[config.mk]
export PLATFORM = sky130hd
export DESIGN_NAME = result_bus_arbiter
export DESIGN_NICKNAME = d
export VERILOG_FILES = /design/src/rtl/result_bus_arbiter.sv
export SDC_FILE = /design/constraint.sdc
export NUM_CORES = 1
export LEC_CHECK = 0
export CAP_MARGIN = 10
export CELL_PAD_IN_SITES_DETAIL_PLACEMENT = 0
export CELL_PAD_IN_SITES_GLOBAL_PLACEMENT = 1
export CORE_MARGIN = 1.5
export CORE_UTILIZATION = 25
export CTS_CLUSTER_DIAMETER = 150
export DETAILED_ROUTE_END_ITERATION = 7
export GPL_TIMING_DRIVEN = 0
export PLACE_DENSITY_LB_ADDON = 0.1
export SYNTH_ARGS = -nofsm -noshare
export SYNTH_HDL_FRONTEND = slang
export SYNTH_SLANG_ARGS = --single-unit
[constraint.sdc]
create_clock -name clock -period 10.9 [get_ports clock]
set_input_delay 3.27 -clock clock [delete_from_list [all_inputs] [get_ports clock]]
set_output_delay 3.27 -clock clock [all_outputs]
set_load 0.02 [all_outputs]
[src/rtl/result_bus_arbiter.sv]
// Round-robin arbiter sharing CHANNELS result-bus channels among REQUESTERS execution units.
// Grants, channel indices and per-channel owner addresses are all registered.
module result_bus_arbiter #(
    parameter int REQUESTERS = 5,
    parameter int CHANNELS   = 2,
    parameter int ADDR_W     = 8,
    parameter int CH_W       = (CHANNELS > 1) ? $clog2(CHANNELS) : 1,
    parameter int PTR_W      = (REQUESTERS > 1) ? $clog2(REQUESTERS) : 1
) (
    input  logic                         clock,
    input  logic                         reset,
    input  logic                         flush,
    input  logic [REQUESTERS-1:0]        req,
    output logic [REQUESTERS-1:0]        grant,
    output logic [REQUESTERS*CH_W-1:0]   grant_channel,
    output logic [CHANNELS-1:0]          channel_valid,
    output logic [CHANNELS*ADDR_W-1:0]   channel_owner
);

    logic [PTR_W-1:0]             ptr_r;
    logic [REQUESTERS-1:0]        grant_r;
    logic [REQUESTERS*CH_W-1:0]   chan_r;
    logic [CHANNELS-1:0]          valid_r;
    logic [CHANNELS*ADDR_W-1:0]   owner_r;

    logic [REQUESTERS-1:0]        elig_s;
    logic [REQUESTERS-1:0]        grant_s;
    logic [REQUESTERS*CH_W-1:0]   chan_s;
    logic [CHANNELS-1:0]          valid_s;
    logic [CHANNELS*ADDR_W-1:0]   owner_s;
    logic [PTR_W-1:0]             ptr_next_s;
    logic                         take_s;
    int                           idx_s;
    int                           cnt_s;
    int                           last_s;

    // A unit granted last cycle sits out one cycle so each grant is a single pulse.
    assign elig_s = req & ~grant_r;

    // Rotating scan from ptr: the k-th eligible unit found takes channel k.
    always_comb begin
        grant_s = '0;
        chan_s  = '0;
        valid_s = '0;
        owner_s = '0;
        take_s  = 1'b0;
        idx_s   = 0;
        cnt_s   = 0;
        last_s  = int'(ptr_r);
        for (int k = 0; k < REQUESTERS; k++) begin
            idx_s  = int'(ptr_r) + k;
            take_s = 1'b0;
            if (idx_s >= REQUESTERS) begin
                idx_s = idx_s - REQUESTERS;
            end else begin
                idx_s = idx_s;
            end
            for (int r = 0; r < REQUESTERS; r++) begin
                if ((r == idx_s) && elig_s[r] && (cnt_s < CHANNELS)) begin
                    grant_s[r]             = 1'b1;
                    chan_s[r*CH_W +: CH_W] = CH_W'(cnt_s);
                    last_s                 = r;
                    take_s                 = 1'b1;
                    for (int c = 0; c < CHANNELS; c++) begin
                        if (c == cnt_s) begin
                            valid_s[c]                   = 1'b1;
                            owner_s[c*ADDR_W +: ADDR_W]  = ADDR_W'(r + 1);
                        end else begin
                            valid_s[c] = valid_s[c];
                        end
                    end
                end else begin
                    grant_s[r] = grant_s[r];
                end
            end
            if (take_s) begin
                cnt_s = cnt_s + 1;
            end else begin
                cnt_s = cnt_s;
            end
        end
    end

    // Next priority pointer: one past the unit that took the highest channel.
    always_comb begin
        if ((last_s + 1) >= REQUESTERS) begin
            ptr_next_s = '0;
        end else begin
            ptr_next_s = PTR_W'(last_s + 1);
        end
    end

    // Grant/owner registers and priority pointer; flush kills grants but keeps ptr.
    always_ff @(posedge clock or negedge reset) begin
        if (!reset) begin
            ptr_r   <= '0;
            grant_r <= '0;
            chan_r  <= '0;
            valid_r <= '0;
            owner_r <= '0;
        end else if (flush) begin
            ptr_r   <= ptr_r;
            grant_r <= '0;
            chan_r  <= '0;
            valid_r <= '0;
            owner_r <= '0;
        end else begin
            grant_r <= grant_s;
            chan_r  <= chan_s;
            valid_r <= valid_s;
            owner_r <= owner_s;
            if (|grant_s) begin
                ptr_r <= ptr_next_s;
            end else begin
                ptr_r <= ptr_r;
            end
        end
    end

    assign grant         = grant_r;
    assign grant_channel = chan_r;
    assign channel_valid = valid_r;
    assign channel_owner = owner_r;

endmodule
=== Yosys cells after proc, flatten, opt, wreduce, memory -nomap -nowiden ===
Cells that the tools add are included.

* Add/sub/neg operators: 13
* $lt $le $gt $ge: 10
* Eq/ne operators: 24
* Multiplexer cells: 233
* Bitwise gates (word level): 3
* Reductions and logical operators: 56

{| class="wikitable"
|+ Operator list
! cell !! number
|-
| 2-to-1 mux 32 bit || 31
|-
| 2-to-1 mux 8 bit || 42
|-
| equality test 3 x 32 -> 1 bit (first input constant) || 10
|-
| 2-to-1 mux 16 bit || 20
|-
| equality test 2 x 32 -> 1 bit (first input constant) || 9
|-
| zero test 32 bit || 9
|-
| equality test 4 x 32 -> 1 bit (first input constant) || 5
|-
| adder 32 x 2 -> 32 bit (second input constant) || 4
|-
| < comparator 32 x 3 -> 1 bit (second input constant) || 4
|-
| 2-to-1 mux 1 bit || 112
|-
| logical AND 1 bit || 45
|-
| 2-to-1 mux 2 bit || 22
|-
| greater-or-equal comparator 32 x 4 -> 1 bit (second input constant) || 1
|-
| subtractor 4 x 3 -> 5 bit (second input constant) || 4
|-
| greater-or-equal comparator 4 x 3 -> 1 bit (second input constant) || 4
|-
| 2-to-1 mux 5 bit || 2
|-
| 2-to-1 mux 3 bit || 3
|-
| 2-to-1 mux 9 bit || 1
|-
| adder 3 x 2 -> 4 bit (second input constant) || 2
|-
| AND 5 bit || 1
|-
| NOT 5 bit || 1
|-
| OR reduction 5 bit || 1
|-
| adder 3 x 1 -> 4 bit (second input constant) || 1
|-
| adder 3 x 3 -> 4 bit (second input constant) || 1
|-
| other kinds (4) || 4
|}

* Register bits after elaboration: 31
* Input port bits: 8
* Logic and storage cells: 344

=== Logic depth before layout (Yosys ltp) ===
* Depth after elaboration: 52
* Gate-level depth with buffers: 32
* Gate-level depth less buffers: 28

=== Worst setup path after synthesis ===
No wires, ideal clock.

* Path kind: input -> register
* From: input port req[4]
* To: register ptr_r[1]
* Arrival: 8.561 ns
* Required time: 10.796 ns
* Path slack: 2.235 ns
* Cell stages on the path: 27
* Path buffers: 3
* Cells stage by stage: nand2b_1 or3_1 a21boi_0 o21a_1 a21o_1 buf_2 ha_1 a2111oi_0 a21oi_1 buf_2 nor3b_1 or3_1 fa_1 nor3_1 nand2_1 nor4b_2 a21oi_2 mux2_4 buf_6 nor2_1 a221o_1 nand2_1 ha_1 nand2_1 a21oi_1 mux2_2 o41ai_2

* Cells in the longest elaborated chain, start to end: 38
* Elaborated cells between the ends (all ways): 100
* Classes of those cells: add/sub: 4; order compare: 5; mux: 63; bitwise: 1; reduce/logical: 27

{| class="wikitable"
|+ RTL lines
! element !! RTL line !! RTL
|-
| start: declaration || 13 || <nowiki>input logic [REQUESTERS-1:0] req,</nowiki>
|-
| AND 5 bit (*) || 38 || <nowiki>assign elig_s = req & ~grant_r;</nowiki>
|-
| logical AND 1 bit || 59 || <nowiki>if ((r == idx_s) && elig_s[r] && (cnt_s < CHANNELS)) begin</nowiki>
|-
| 2-to-1 mux 1 bit || 59 ||
|-
| 2-to-1 mux 1 bit || 76 || <nowiki>if (take_s) begin</nowiki>
|-
| < comparator 32 x 3 -> 1 bit || 59 ||
|-
| logical AND 1 bit || 59 ||
|-
| 2-to-1 mux 1 bit (5 in series) || 59 ||
|-
| 2-to-1 mux 32 bit || 76 ||
|-
| [... 10 more ...] || -- ||
|-
| 2-to-1 mux 1 bit (5 in series) || 59 ||
|-
| 2-to-1 mux 32 bit || 76 ||
|-
| < comparator 32 x 3 -> 1 bit || 59 ||
|-
| logical AND 1 bit || 59 ||
|-
| 2-to-1 mux 32 bit (5 in series) || 59 ||
|-
| adder 32 x 2 -> 32 bit || 89 || <nowiki>ptr_next_s = PTR_W'(last_s + 1);</nowiki>
|-
| greater-or-equal comparator 32 x 4 -> 1 bit || 86 || <nowiki>if ((last_s + 1) >= REQUESTERS) begin</nowiki>
|-
| 2-to-1 mux 3 bit || 86 ||
|-
| end signal: assignment || 102 || <nowiki>ptr_r <= ptr_r;</nowiki>
|-
| end signal: assignment || 113 || <nowiki>ptr_r <= ptr_next_s;</nowiki>
|-
| end signal: assignment || 115 || <nowiki>ptr_r <= ptr_r;</nowiki>
|-
| end: declaration || 20 || <nowiki>logic [PTR_W-1:0] ptr_r;</nowiki>
|}

Mark *: on every way between the ends. The rest lies on a longest branch, timed or not.
A chain may end at the register's enable or synchronous reset.

=== Worst setup path in the final report ===
* From: input port req[3]
* To: register ptr_r[1]

* Cells in the longest elaborated chain, start to end: 39
* Elaborated cells between the ends (all ways): 102
* Classes of those cells: add/sub: 4; order compare: 5; mux: 65; bitwise: 1; reduce/logical: 27

{| class="wikitable"
|+ RTL lines
! element !! RTL line
|-
| AND 5 bit (*) || 38
|-
| logical AND 1 bit || 59
|-
| 2-to-1 mux 1 bit (2 in series) || 59
|-
| 2-to-1 mux 1 bit || 76
|-
| < comparator 32 x 3 -> 1 bit || 59
|-
| logical AND 1 bit || 59
|-
| 2-to-1 mux 1 bit (5 in series) || 59
|-
| 2-to-1 mux 32 bit || 76
|-
| [... 10 more ...] || --
|-
| 2-to-1 mux 1 bit (5 in series) || 59
|-
| 2-to-1 mux 32 bit || 76
|-
| < comparator 32 x 3 -> 1 bit || 59
|-
| logical AND 1 bit || 59
|-
| 2-to-1 mux 32 bit (5 in series) || 59
|-
| adder 32 x 2 -> 32 bit || 89
|-
| greater-or-equal comparator 32 x 4 -> 1 bit || 86
|-
| 2-to-1 mux 3 bit || 86
|}

Marked as above.

==> metrics.log <==
[metrics] status: finished clean
[metrics] final setup violation count: 0
[metrics] final weighted congestion in routability-driven placement: 0.888
[metrics] initial core utilization: 25.9%
[metrics] average wire per cell in the routed design: 19.8 um
[metrics] clock tree from TritonCTS: built
[metrics] post-layout net count: 542
[metrics] most frequent standard cell in the layout excluding fill and tap cells: sky130_fd_sc_hd__nor2_1
[metrics] required time at the endpoint of the critical path: 11.06 ns
[metrics] post-route minimum period: 10.25 ns
[metrics] drc violations: 0
[metrics] final wirelength: 13,500 um
[metrics] maximum clock path buffer count: 2
[metrics] count of antenna-violating nets left after detailed routing: 0
[metrics] CTS clock-pin slew for the worst setup and hold paths: 0.06 ns
[metrics] worst setup skew after layout: 0.00107 ns
[metrics] most used cell along the critical path: sky130_fd_sc_hd__nand2_1
[metrics] Setup Slack @ Placement: 0.389 ns
[metrics] Final Cycle Share: 94.1%
[metrics] Max stage delay on crit path: 0.85 ns
[metrics] data arrival time of the critical path: 10.41 ns
[metrics] Synthesis Warnings: 0
[metrics] slowest cell on the critical path: sky130_fd_sc_hd__a2111oi_2
[metrics] initial detailed-routing violation count: 311
[metrics] final hold violation count: 0
[metrics] global-route wire length before repair: 21,100 um
[metrics] Post-synth EDFFs: 0
[metrics] detailed-route vias per instance: 5.58
[metrics] fraction of the core area covered by cells at the end of the flow: 30.4%
[metrics] type of the most critical hold path: flop to flop
[metrics] Total Die Area: 14,500 um^2
[metrics] clk_lat worst skew: 0.26 ns
[metrics] Tightest Pin Transition: 0.959 ns
[metrics] setup repair bufs after CTS: 0
[metrics] number of global-route vias before repair: 3,702
[metrics] Crit Path Category: primary input to flop
[metrics] ant diodes: 0
[metrics] Synth Area per Inst: 7.37 um^2
[metrics] all-layer global routing usage: 18.8%
[metrics] Finished Layout Cells: 684
[metrics] peak fanout along the critical path: 10
[metrics] placed cell count: 680
[metrics] antenna violations before repair: 0
[metrics] post-cts sizing count: 0
[metrics] crit path capture type: flop
[metrics] Mapped Area: 3460 um^2
[metrics] overflow left after global routing: 0
[metrics] placed wire-length estimate after detailed placement: 10,700 um
[metrics] Clock H-tree levels: 1
[metrics] Clock Sink Count: 21
[metrics] drt first pass iters: 5
[metrics] library cell used as clock root buffer: sky130_fd_sc_hd__clkbuf_16
[metrics] unrepaired setup endpoints after global routing: false
[metrics] share of post-route cells with drive strength above 1: 11.2%
[metrics] Worst path top cell family by delay: simple AND/OR/NAND/NOR gates
[metrics] Seq/Total Area, Yosys: 15.2%
[metrics] setup tns final: 0 ns
[metrics] Setup crit start kind: primary input
[metrics] chip width: 121 um
[metrics] vias post-DR: 3,820
[metrics] count of unique library cells instantiated by Yosys: 79
[metrics] relative slew slack: 35.6%
[metrics] pin count of the biggest net entering global routing: 22
[metrics] die span in y: 121 um
[metrics] flop and latch count out of synthesis: 21
[metrics] final worst setup slack: 0.648 ns
[metrics] fmax: 97.5 MHz
[metrics] commonest register cell after synthesis: sky130_fd_sc_hd__dfrtp_1
[metrics] number of CTS-inserted buffers: 3
[metrics] Max Cap Viol: 0
[metrics] number of pins with negative max-slew slack in the final report: 0
[metrics] core box area: 13,300 um^2
[metrics] hold-fix buffers at CTS: 0
[metrics] Crit path buffers/inverters: 3
[metrics] most frequent cells in the layout: 45 x sky130_fd_sc_hd__nor2_1, 40 x sky130_fd_sc_hd__nand2_1, 34 x sky130_fd_sc_hd__o21ai_0
[metrics] fraction of registers with async set/reset: 100%
[metrics] Area Growth Syn to Fin: 17.2%
[metrics] I/O Pins: 36
[metrics] Port-buffer cells: 25
[metrics] Cell Rows: 42
[metrics] Mapped Cells: 469
## final timing paths
check                           slack [ns]  startpoint                to  depth (start not counted)
worst max register to register        2.02    ptr_r[1]          ptr_r[1]                         29
min in group asynchronous             3.52       reset  channel_owner[1]                          1
worst max-delay path                  0.65      req[3]          ptr_r[1]                         25
worst min-delay path                  0.99    grant[2]  grant_channel[2]                          5
max in group asynchronous             6.82       reset          ptr_r[0]                          1
worst min register to register        0.99    grant[2]  grant_channel[2]                          5
## layout make-up
type                       instances  area [um^2]
inverter                          21         78.8
tap                              176          220
clock inverter                     1         5.00
timing repair buffer              26          255
sequential                        21          526
multi-input combinational        404         2700
fill                            1506         9300
buffer                            32          196
clock buffer                       3         75.1
## per-layer routing
metal | routed length, um | vias to the layer above | GRT usage [%]
met5 | 0 | - | 0
met4 | 187 | 0 | 4.41
met3 | 810 | 16 | 1.84
met2 | 6100 | 147 | 30.0
met1 | 6440 | 1836 | 27.1
li1 | - | 1821 | -
## stage by stage
stage          hold slack [ns]  area, um^2
6_report                 0.992        4050
5_1_grt                   1.05        4050
4_1_cts                  0.996        4050
3_5_place_dp             0.982        3970
3_3_place_gp             0.975        3960
2_1_floorplan            0.759        3490
## cell usage after synthesis, types with 5 or more instances
cell | number | area (um^2)
sky130_fd_sc_hd__inv_1 | 21 | 78.8
sky130_fd_sc_hd__nand2_1 | 40 | 150
sky130_fd_sc_hd__nand2b_1 | 13 | 81.3
sky130_fd_sc_hd__dfrtp_1 | 21 | 526
sky130_fd_sc_hd__or2_2 | 7 | 43.8
sky130_fd_sc_hd__nor2b_1 | 12 | 75.1
sky130_fd_sc_hd__a21oi_1 | 33 | 165
sky130_fd_sc_hd__nor3_1 | 22 | 110
sky130_fd_sc_hd__o21ai_0 | 34 | 170
sky130_fd_sc_hd__clkbuf_1 | 6 | 22.5
sky130_fd_sc_hd__a21o_1 | 7 | 52.6
sky130_fd_sc_hd__mux2i_1 | 7 | 70.1
sky130_fd_sc_hd__o31ai_1 | 6 | 45.0
sky130_fd_sc_hd__a211oi_1 | 5 | 37.5
sky130_fd_sc_hd__nor2_1 | 45 | 169
sky130_fd_sc_hd__o22ai_1 | 5 | 31.3
sky130_fd_sc_hd__o21a_1 | 5 | 37.5
sky130_fd_sc_hd__nor4_1 | 10 | 62.6
sky130_fd_sc_hd__ha_1 | 23 | 288
sky130_fd_sc_hd__buf_4 | 13 | 97.6
sky130_fd_sc_hd__buf_2 | 10 | 50.1
sky130_fd_sc_hd__a32o_1 | 5 | 50.1
## kinds of logic (layout without fill, tap and decap cells)
| kind of cell | Yosys count | after routing | synth area share (%) |
|---|---|---|---|
| AOI/OAI and AO/OA | 165 | 165 | 33.9 |
| muxes | 10 | 10 | 3.11 |
| DFF | 21 | 21 | 15.2 |
| adders and majority gates | 25 | 25 | 9.49 |
| xor gates and xnor gates | 4 | 4 | 1.01 |
| and+or+nand+nor | 190 | 190 | 29.2 |
| other | 1 | 10 | 0.109 |
| buffers and inverters | 53 | 83 | 7.97 |
## worst register-to-register path: cells and delay by family, from the launching register on
| kind | cells | cell delay [ns] |
|---|---|---|
| AOI/OAI and AO/OA | 8 | 1.40 |
| adders and majority gates | 4 | 1.44 |
| buffers and inverters | 4 | 1.02 |
| DFF | 1 | 0.78 |
| muxes | 2 | 0.69 |
| and+or+nand+nor | 11 | 3.44 |
## sequential cells by signal, summed over array words and instances (netlist names)
register and flops:
channel_valid 2, grant 5, ptr_r 3, channel_owner 6
grant_channel 5
Power is left out: the tool's default activity adds up to more than one toggle a clock period on the data nets, which glitch-free logic cannot reach.
